[src/rtl/ltc2387_cnv_scheduler.sv]
// LTC2387 conversion scheduler: CNV timing, sample holding register and error flags.
// Optional per-conversion watchdog enabled by defining LTC2387_CNV_TIMEOUT_EN.
`timescale 1ns/1ps
module ltc2387_cnv_scheduler #(
  parameter int TIMEOUT = 64
) (
  input  logic        i_sys_clk,
  input  logic        i_reset,
  input  logic        i_start,
  input  logic        i_stop,
  input  logic [15:0] i_period,
  input  logic [7:0]  i_cnv_high,
  input  logic [15:0] i_burst_len,
  output logic        o_cnv,
  input  logic [15:0] i_adc_data_in,
  input  logic        i_adc_data_valid_in,
  output logic [15:0] o_sample_data,
  output logic        o_sample_valid,
  input  logic        i_sample_ready,
  output logic        o_busy,
  output logic        o_done,
  output logic [15:0] o_sample_count,
  output logic        o_overrun,
  output logic        o_missed_err,
  output logic        o_timeout_err
);

  typedef enum logic [1:0] {S_IDLE, S_HIGH, S_LOW, S_FLUSH} state_t;

  localparam logic [15:0] LP_TMO_M1 = 16'(TIMEOUT - 1);

  state_t      r_state;
  logic        r_cnv, r_busy, r_done, r_stop_seen;
  logic [15:0] r_period_eff, r_high_eff, r_burst, r_issued, r_cnt;
  logic [15:0] r_sample_data, r_sample_count;
  logic        r_sample_valid, r_overrun, r_missed, r_pending;

  logic [15:0] w_period_eff, w_high_min1, w_high_eff;
  logic        w_start, w_last, w_rise, w_load, w_drop, w_accept, w_wd_fire;

  assign w_period_eff = (i_period < 16'd4) ? 16'd4 : i_period;
  assign w_high_min1  = (i_cnv_high == 8'd0) ? 16'd1 : {8'd0, i_cnv_high};
  assign w_high_eff   = (w_high_min1 > (w_period_eff - 16'd2)) ? (w_period_eff - 16'd2) : w_high_min1;

  assign w_start  = (r_state == S_IDLE) && i_start;
  // Stop arriving on the final LOW cycle still ends the run at this period boundary.
  assign w_last   = r_stop_seen || i_stop || ((r_burst != 16'd0) && (r_issued == r_burst));
  assign w_rise   = w_start || ((r_state == S_LOW) && (r_cnt == 16'd0) && !w_last);
  assign w_accept = r_sample_valid && i_sample_ready;
  assign w_load   = i_adc_data_valid_in && (!r_sample_valid || i_sample_ready);
  assign w_drop   = i_adc_data_valid_in && r_sample_valid && !i_sample_ready;

  always_ff @(posedge i_sys_clk or posedge i_reset) begin
    if (i_reset) begin
      r_state      <= S_IDLE;
      r_cnv        <= 1'b0;
      r_busy       <= 1'b0;
      r_done       <= 1'b0;
      r_stop_seen  <= 1'b0;
      r_period_eff <= 16'd4;
      r_high_eff   <= 16'd1;
      r_burst      <= 16'd0;
      r_issued     <= 16'd0;
      r_cnt        <= 16'd0;
    end else begin
      r_done <= 1'b0;
      case (r_state)
        S_IDLE: begin
          if (i_start) begin
            r_state      <= S_HIGH;
            r_cnv        <= 1'b1;
            r_busy       <= 1'b1;
            r_period_eff <= w_period_eff;
            r_high_eff   <= w_high_eff;
            r_burst      <= i_burst_len;
            r_issued     <= 16'd1;
            r_stop_seen  <= i_stop;
            r_cnt        <= w_high_eff - 16'd1;
          end
        end
        S_HIGH: begin
          if (i_stop) r_stop_seen <= 1'b1;
          if (r_cnt == 16'd0) begin
            r_state <= S_LOW;
            r_cnv   <= 1'b0;
            r_cnt   <= r_period_eff - r_high_eff - 16'd1;
          end else begin
            r_cnt <= r_cnt - 16'd1;
          end
        end
        S_LOW: begin
          if (i_stop) r_stop_seen <= 1'b1;
          if (r_cnt != 16'd0) begin
            r_cnt <= r_cnt - 16'd1;
          end else if (w_last) begin
            r_state <= S_FLUSH;
            r_cnt   <= 16'd0;
          end else begin
            r_state  <= S_HIGH;
            r_cnv    <= 1'b1;
            r_cnt    <= r_high_eff - 16'd1;
            r_issued <= r_issued + 16'd1;
          end
        end
        S_FLUSH: begin
          if (i_adc_data_valid_in || (r_cnt == LP_TMO_M1)) begin
            r_state <= S_IDLE;
            r_busy  <= 1'b0;
            r_done  <= 1'b1;
          end else begin
            r_cnt <= r_cnt + 16'd1;
          end
        end
        default: begin
          r_state <= S_IDLE;
          r_cnv   <= 1'b0;
          r_busy  <= 1'b0;
        end
      endcase
    end
  end

  // A start clears the run's counters and flags while still honouring a same-cycle strobe.
  always_ff @(posedge i_sys_clk or posedge i_reset) begin
    if (i_reset) begin
      r_sample_data  <= 16'd0;
      r_sample_valid <= 1'b0;
      r_sample_count <= 16'd0;
      r_overrun      <= 1'b0;
      r_missed       <= 1'b0;
      r_pending      <= 1'b0;
    end else begin
      if (w_load) begin
        r_sample_data  <= i_adc_data_in;
        r_sample_valid <= 1'b1;
      end else if (w_accept) begin
        r_sample_valid <= 1'b0;
      end
      r_sample_count <= (w_start ? 16'd0 : r_sample_count) + {15'd0, w_load};
      r_overrun      <= (!w_start && r_overrun) || w_drop;
      if (w_rise) begin
        r_pending <= 1'b1;
        r_missed  <= !w_start && (r_missed || (r_pending && !i_adc_data_valid_in));
      end else if (i_adc_data_valid_in || w_wd_fire) begin
        r_pending <= 1'b0;
      end
    end
  end

`ifdef LTC2387_CNV_TIMEOUT_EN
  logic [15:0] r_wd;
  logic        r_timeout;

  assign w_wd_fire = r_pending && !w_rise && !i_adc_data_valid_in && (r_wd == LP_TMO_M1);

  // Watchdog counts cycles since the latest CNV rise while its sample is outstanding.
  always_ff @(posedge i_sys_clk or posedge i_reset) begin
    if (i_reset) begin
      r_wd      <= 16'd0;
      r_timeout <= 1'b0;
    end else begin
      if (w_rise) begin
        r_wd <= 16'd0;
      end else if (r_pending && !i_adc_data_valid_in) begin
        r_wd <= r_wd + 16'd1;
      end
      if (w_start) begin
        r_timeout <= 1'b0;
      end else if (w_wd_fire) begin
        r_timeout <= 1'b1;
      end
    end
  end

  assign o_timeout_err = r_timeout;
`else
  assign w_wd_fire     = 1'b0;
  assign o_timeout_err = 1'b0;
`endif

  assign o_cnv          = r_cnv;
  assign o_busy         = r_busy;
  assign o_done         = r_done;
  assign o_sample_data  = r_sample_data;
  assign o_sample_valid = r_sample_valid;
  assign o_sample_count = r_sample_count;
  assign o_overrun      = r_overrun;
  assign o_missed_err   = r_missed;

endmodule

[config.mk]
export PLATFORM = sky130hd
export DESIGN_NAME = ltc2387_cnv_scheduler
export DESIGN_NICKNAME = d
export VERILOG_FILES = /design/src/rtl/ltc2387_cnv_scheduler.sv
export SDC_FILE = /design/constraint.sdc
export NUM_CORES = 1
export LEC_CHECK = 0
export ABC_CLOCK_PERIOD_IN_PS = 4600
export BUFFER_PORTS_ARGS = -buffer_cell sky130_fd_sc_hd__clkbuf_2
export CAP_MARGIN = 20
export CORE_MARGIN = 8
export CORE_UTILIZATION = 40
export CTS_BUF_LIST = sky130_fd_sc_hd__clkbuf_2
export DETAILED_ROUTE_END_ITERATION = 16
export MAX_ROUTING_LAYER = met4
export SETUP_SLACK_MARGIN = 0.5
export SYNTH_ARGS = -nofsm -noshare
export SYNTH_HDL_FRONTEND = slang
export SYNTH_SLANG_ARGS = --single-unit
[constraint.sdc]
create_clock -name i_sys_clk -period 4.6 [get_ports i_sys_clk]
set_input_delay 0.92 -clock i_sys_clk [delete_from_list [all_inputs] [get_ports i_sys_clk]]
set_output_delay 0.92 -clock i_sys_clk [all_outputs]
set_load 0.005 [all_outputs]
==> impl_metrics.csv, run 1 <==
group,metric,value,unit
placed_design,place_area,9250,um^2
drt,drc,0,
pwr,clkPwrFrac,14.8,%
sta,relSlewSlack,29.5,%
clock_network,cts_buffers,17,
worst_setup_path,cpMostUsedCell,"buf_4",
sta,setup_viol,0,
pwr,switchingPower,2.37,mW
die,die_y,158,um
global_route,grt_usage,19.3,%
synthesis,postSynthCellCount,942,
drt,ant_nets,0,
sta,worst_pin_slew,1060,ps
final_layout,synthToLayoutAreaGrowth,22.6,%
die,ioPinCount,101,
drt,totalWireLength,22900,um
sta,fin_skew,29.4,ps
pwr,p_per_area,534,nW/um^2
final_layout,fin_area,9880,um^2
drt,viasPerCell,5.33,
synthesis,synthTopCellsByCount,"155 x nand2_1, 120 x dfrtp_1, 80 x nor2_1",
global_route,grtUsageMet3,3.74,%
drt,drt_iter0_drc,507,
die,die_w,158,um
outcome,status,"completed",
synthesis,synth_nets,1041,
clock_network,cts-root-buf,"clkbuf_2",
clock_network,clk_pin_slew,190,ps
synthesis,yosysTopAreaCell,"dfrtp_1",
synthesis,synth_top_area_share,37.3,%
worst_setup_path,worstSetupPathType,"in2reg",
worst_setup_path,critPathMaxFanout,5,
die,rows,52,
global_route,grt_pass1_vias,7209,
drt,vias,7385,
placed_design,placed_cells,1321,
pwr,comb_power_share,52.2,%
die,start_util,40.3,%
synthesis,ys_types,76,
die,dieArea,24900,um^2
clock_network,cts_sinks,122,
synthesis,yosysWarnings,0,
worst_setup_path,reg2reg_depth,12,
synthesis,ys_seq_area_share,37.9,%
pwr,intPower,2.91,mW
clock_network,insertion_delay,690,ps
synthesis,synth_flop_cell,"dfrtp_1",
worst_setup_path,cpMaxStageDelayCell,"or4_4",
drt,drtPass1Iterations,6,
global_route,met1_usage,27.1,%
worst_setup_path,endpoint_kind,"flop",
drt,wl_per_cell,16.6,um
synthesis,ys_ff_latch,122,
synthesis,synth_edf_count,0,
final_layout,fin_util,49.4,%
worst_setup_path,slowest_delay,550,ps
placed_design,preCtsSetupSlack,-645,ps
final_layout,fillers,1937,
clock_network,holdBufCountCts,0,
global_route,grtUsageMet2,27.7,%
clock_network,cts_tree,"done",
flow_run,drv_cap,0,
worst_setup_path,cp-start-kind,"input pin",
synthesis,synthesis.area,8060,um^2
pwr,peakVddDrop,0.231,mV
synthesis,synth_most_common_cell,"nand2_1",
final_layout,register_area,3060,um^2
pwr,swShare,44.9,%
global_route,antenna_found_initial,1,
synthesis,avgSynthCellArea,8.55,um^2
die,core-area,20000,um^2
placed_design,port_buffers,99,
placed_design,gp_congestion,0.881,
pwr,seq_power_share,33.0,%
worst_setup_path,cp.arrival,4940,ps
sta,fmax,229,MHz
sta,rsz0062_at_grt,"true",
worst_hold_path,hp-class,"in2async",
final_layout,fin_nets,1201,
global_route,grt_overflow,0,
global_route,grt_pass1_wl,37100,um
sta,final_max_slew_viol_count,0,
final_layout,layout-drive-gt1-share,26.0,%
sta,fin_crit,4370,ps
final_layout,final_cell_count_no_fill,1386,
global_route,grt_max_degree,123,
synthesis,synth_area_leaders,"dfrtp_1 37%, nand2_1 7.2%, ha_1 5.6%",
worst_setup_path,required,5170,ps
placed_design,dp_hpwl,16900,um
sta,hold_viol,0,
global_route,gr-max-usage-layer,"met2",
clock_network,cts.path.max_buffers,2,
pwr,p_leak,4.62,nW
clock_network,cts_max_level,4,
sta,finalWorstSetupSlack,235,ps
sta,finalCritPeriodShare,94.9,%
synthesis,async_flop_share,100,%
final_layout,multi_input_area,4840,um^2
-- sequential cells by signal (all words and copies together) (netlist names) --
signal / cells
o_missed_err: 1
r_high_eff: 16
r_cnt: 16
o_busy: 1
o_sample_count: 16
r_pending: 1
r_issued: 16
r_state: 2
o_overrun: 1
o_sample_data: 16
o_cnv: 1
r_stop_seen: 1
o_sample_valid: 1
r_burst: 16
r_period_eff: 16
o_done: 1
-- path summary, 6_finish.rpt --
kind	slack, ps	start	to
max in group asynchronous	3690	i_reset	r_period_eff[4]$_DFFE_PP0P_
setup reg to reg	1180	r_high_eff[0]$_DFFE_PP1P_	r_cnt[10]$_DFFE_PP0P_
hold / removal	330	i_reset	o_sample_count[14]$_DFF_PP0_
min in group i_sys_clk	410	i_burst_len[9]	r_burst[9]$_DFFE_PP0P_
hold reg to reg	510	o_overrun$_DFF_PP0_	o_overrun$_DFF_PP0_
setup / recovery	230	i_period[5]	r_cnt[12]$_DFFE_PP0P_
-- area by class of cell --
type,count,area share [%]
multi-input combinational,729,49.0
sequential,122,30.9
timing repair buffer,191,12.2
tap,270,3.42
clock inverter,12,1.75
inverter,41,1.60
clock buffer,20,1.01
antenna,1,0.0253
-- metrics by stage --
stage	hold slack [ps]	total power, mW	TNS [ps]
6_report	329	5.28	0
5_1_grt	323	5.72	0
4_1_cts	333	5.24	0
3_5_place_dp	474	4.41	-3040
3_3_place_gp	470	4.38	-2060
2_1_floorplan	452	3.67	-2680
-- power groups by stage --
stage	Clock [mW]	Sequential, mW	Combinational (mW)
after global placement	0	1.75	2.63
final	0.783	1.74	2.75
after CTS	0.811	1.74	2.70
after floorplan	0	1.60	2.06
after global routing	0.851	1.79	3.07
after detailed placement	0	1.76	2.65
-- cells by family after synthesis --
family          after synthesis  synth area share [%]
other cells                   1                0.0465
fa+ha+maj                    37                  5.84
buf+inv                      91                  4.43
flops                       122                  37.9
simple gates                390                  22.9
compound gates              188                  15.9
mux                          20                  2.75
xor+xnor                     93                  10.2
-- layout by cell type, fill, tap and decap left out, types with 33 or more instances in the layout --
master and count:
buf_4 90, dfrtp_1 120, o21ai_0 39, nor2_1 79
nand2_1 150, ha_1 33, clkbuf_2 118, a21oi_1 46
inv_1 39, xor2_1 45, xnor2_1 43
-- routing by layer --
layer  up-vias  routed length [um]  part of all wire (%)
li1       3649                   -                     -
met1      3496               11500                    50
met2       216               10100                    44
met3        24                1060                   4.6
met4         0                 326                   1.4
met5         -                   0                     0
-- timing repair --
action	in CTS	in global routing
resized for setup	5	14
buffers inserted	25	6
pin swaps	15	8
endpoints found under the setup margin	5	6
-- worst max-delay path, delay by kind of cell --
kind,cells,cell delay [ps]
fa+ha+maj,1,150
buf+inv,18,2150
simple gates,7,1180
compound gates,2,320
xor+xnor,1,210
(Power assumes the default switching activity.)
==> inputs of run 2 (changes only) <==
--- a/config.mk
+++ b/config.mk
@@ -9,7 +9,7 @@
 export BUFFER_PORTS_ARGS = -buffer_cell sky130_fd_sc_hd__clkbuf_2
 export CAP_MARGIN = 20
 export CORE_MARGIN = 8
-export CORE_UTILIZATION = 40
+export CORE_UTILIZATION = 31
 export CTS_BUF_LIST = sky130_fd_sc_hd__clkbuf_2
 export DETAILED_ROUTE_END_ITERATION = 16
 export MAX_ROUTING_LAYER = met4
==> run 2 against run 1 <==
Compared with the run above:
- first-iteration DRC count is 19% lower
- sequential cell count unchanged
- non-clock buffer count is 20 lower
- total power is 1.9% lower
- critical path depth decreased by 6
- highest routed layer unchanged
- worst setup slack better by 150 ps
==> impl_metrics.csv, run 2 (same netlist as run 1, synthesis figures left out) <==
group,metric,value,unit
final_layout,final_cell_mix,"150 x nand2_1, 120 x dfrtp_1, 115 x clkbuf_2",
pwr,comb_power_share,53.2,%
placed_design,place_area,9330,um^2
worst_setup_path,required,5250,ps
worst_setup_path,worstSetupPathType,"in2reg",
sta,finalCritPeriodShare,91.6,%
global_route,grt_pass1_vias,7145,
final_layout,layout-drive-gt1-share,24.8,%
final_layout,fin_area,9810,um^2
global_route,antenna_found_initial,1,
drt,viasPerCell,5.11,
worst_setup_path,cpMaxStageDelayCell,"or4_4",
pwr,intPower,2.79,mW
worst_hold_path,hp-class,"in2reg",
die,die_w,177,um
sta,worst_pin_slew,1020,ps
die,die_y,177,um
placed_design,preCtsSetupSlack,-598,ps
worst_setup_path,worstPathCellList,"buf_6 -> or4_4 -> nor2_4 -> nand2_2 -> nand2_2 -> ha_4 -> nor3b_4 -> xnor2_2 -> ha_1 -> a21o_1 -> a21oi_2 -> nor2b_4 -> o311ai_4 -> nand2_2 -> o21ai_4 -> ha_4 -> and3_4 -> nand2_4 -> a211oi_4 -> nand3_2 -> o211a_4 -> a221o_1 -> o31ai_1",
pwr,power,5.18,mW
clock_network,cts_tree,"done",
clock_network,cts-root-buf,"clkbuf_2",
final_layout,final_common_cell,"nand2_1",
sta,hold_viol,0,
drt,wl_met2,10200,um
clock_network,cts_sinks,122,
final_layout,fin_util,38.1,%
die,start_util,31.3,%
pwr,switchingPower,2.39,mW
final_layout,fin_nets,1181,
pwr,clkPwrFrac,13.4,%
drt,drtPass1Iterations,5,
die,core-area,25800,um^2
clock_network,cts_buffers,17,
global_route,grt_usage,15.1,%
clock_network,clk_pin_slew,240,ps
pwr,peakVddDrop,0.200,mV
clock_network,cts_max_level,4,
sta,finalWorstSetupSlack,385,ps
outcome,status,"completed",
placed_design,port_buffers,99,
drt,vias,7319,
clock_network,insertion_delay,710,ps
flow_run,drv_cap,0,
sta,relSlewSlack,31.7,%
sta,fin_crit,4210,ps
pwr,seq_power_share,33.5,%
sta,rsz0062_at_grt,"true",
worst_setup_path,cpMostUsedCell,"nand2_2",
pwr,swShare,46.2,%
final_layout,fillers,2597,
drt,totalWireLength,23000,um
placed_design,gp_congestion,0.865,
drt,drt_iter0_drc,410,
die,ioPinCount,101,
worst_setup_path,cp-start-kind,"input pin",
drt,wl_per_cell,16.1,um
worst_setup_path,cp.arrival,4860,ps
drt,ant_nets,0,
global_route,grt_pass1_wl,37300,um
drt,drc,0,
global_route,grt_overflow,0,
global_route,grt_max_degree,81,
worst_setup_path,endpoint_kind,"flop",
sta,fmax,237,MHz
pwr,p_leak,4.52,nW
die,dieArea,31400,um^2
placed_design,dp_hpwl,17100,um
worst_setup_path,slowest_delay,540,ps
sta,setup_viol,0,
drt,dr_wl_met3,1020,um
pwr,p_per_area,528,nW/um^2
worst_setup_path,critPathMaxFanout,5,
sta,fin_skew,53.1,ps
die,rows,59,
drt,top_layer_used,"met4",
clock_network,cts.path.max_buffers,2,
final_layout,synthToLayoutAreaGrowth,21.7,%
sta,final_max_slew_viol_count,0,
drt,drt-met1-wl,11400,um
run 2: metal layers:
| metal | global-route usage (%) | vias up |
|---|---|---|
| li1 | - | 3598 |
| met1 | 20.7 | 3490 |
| met2 | 22.3 | 204 |
| met3 | 2.77 | 27 |
| met4 | 4.06 | 0 |
| met5 | - | - |
run 2: what timing repair did:
item	in CTS	in global routing
pin swaps	19	8
endpoints found under the setup margin	5	6
gates resized for setup	10	13
hold buffers	0	1
buffers inserted	7	3
hold endpoints to repair	0	1
run 2: area by class of cell:
cell class,count,area [um^2],area share (%)
multi-input cells,729,4860,49.6
flip-flops and latches,122,3060,31.2
repair buffers,171,1070,10.9
well taps,335,419,4.27
inverters,41,158,1.61
clock inverters,15,151,1.54
clock buffers,17,85.1,0.868
diodes,1,2.50,0.0255
run 2: per-stage QoR:
stage | TNS, ps | hold slack, ps | std cells
2_1_floorplan | -2680 | 452 | 942
3_3_place_gp | -1890 | 470 | 1385
3_5_place_dp | -2770 | 477 | 1385
4_1_cts | 0 | 334 | 1424
5_1_grt | 0 | 320 | 1431
6_report | 0 | 411 | 1431
run 2: power by group through the flow:
stage / clock, mW / combinational, mW / sequential [mW]
2_1_floorplan: 0 / 2.06 / 1.60
3_3_place_gp: 0 / 2.64 / 1.75
3_5_place_dp: 0 / 2.66 / 1.75
4_1_cts: 0.719 / 2.70 / 1.73
5_1_grt: 0.754 / 3.06 / 1.78
6_report: 0.692 / 2.75 / 1.73
run 2: critical path, delay by kind of cell:
family | cells | cell delay [ps]
AO/OA/AOI/OAI | 8 | 1560
buffers and inverters | 1 | 90
AND/OR/NAND/NOR | 10 | 1560
adder cells (fa/ha/maj) | 3 | 570
XOR/XNOR | 1 | 150
run 2: worst paths after layout:
check                                             start  cells past startpoint                           end  slack, ps
max reg2reg                        r_cnt[0]$_DFFE_PP0P_                      8       r_issued[7]$_DFFE_PP0P_       1340
min                                     i_burst_len[14]                      3       r_burst[14]$_DFFE_PP0P_        410
min reg2reg                r_period_eff[13]$_DFFE_PP0P_                      2  r_period_eff[13]$_DFFE_PP0P_        520
max                                         i_period[4]                     23         r_cnt[14]$_DFFE_PP0P_        390
max in group asynchronous                       i_reset                      4     r_high_eff[0]$_DFFE_PP1P_       3270
min in group asynchronous                       i_reset                      3       r_burst[13]$_DFFE_PP0P_        650
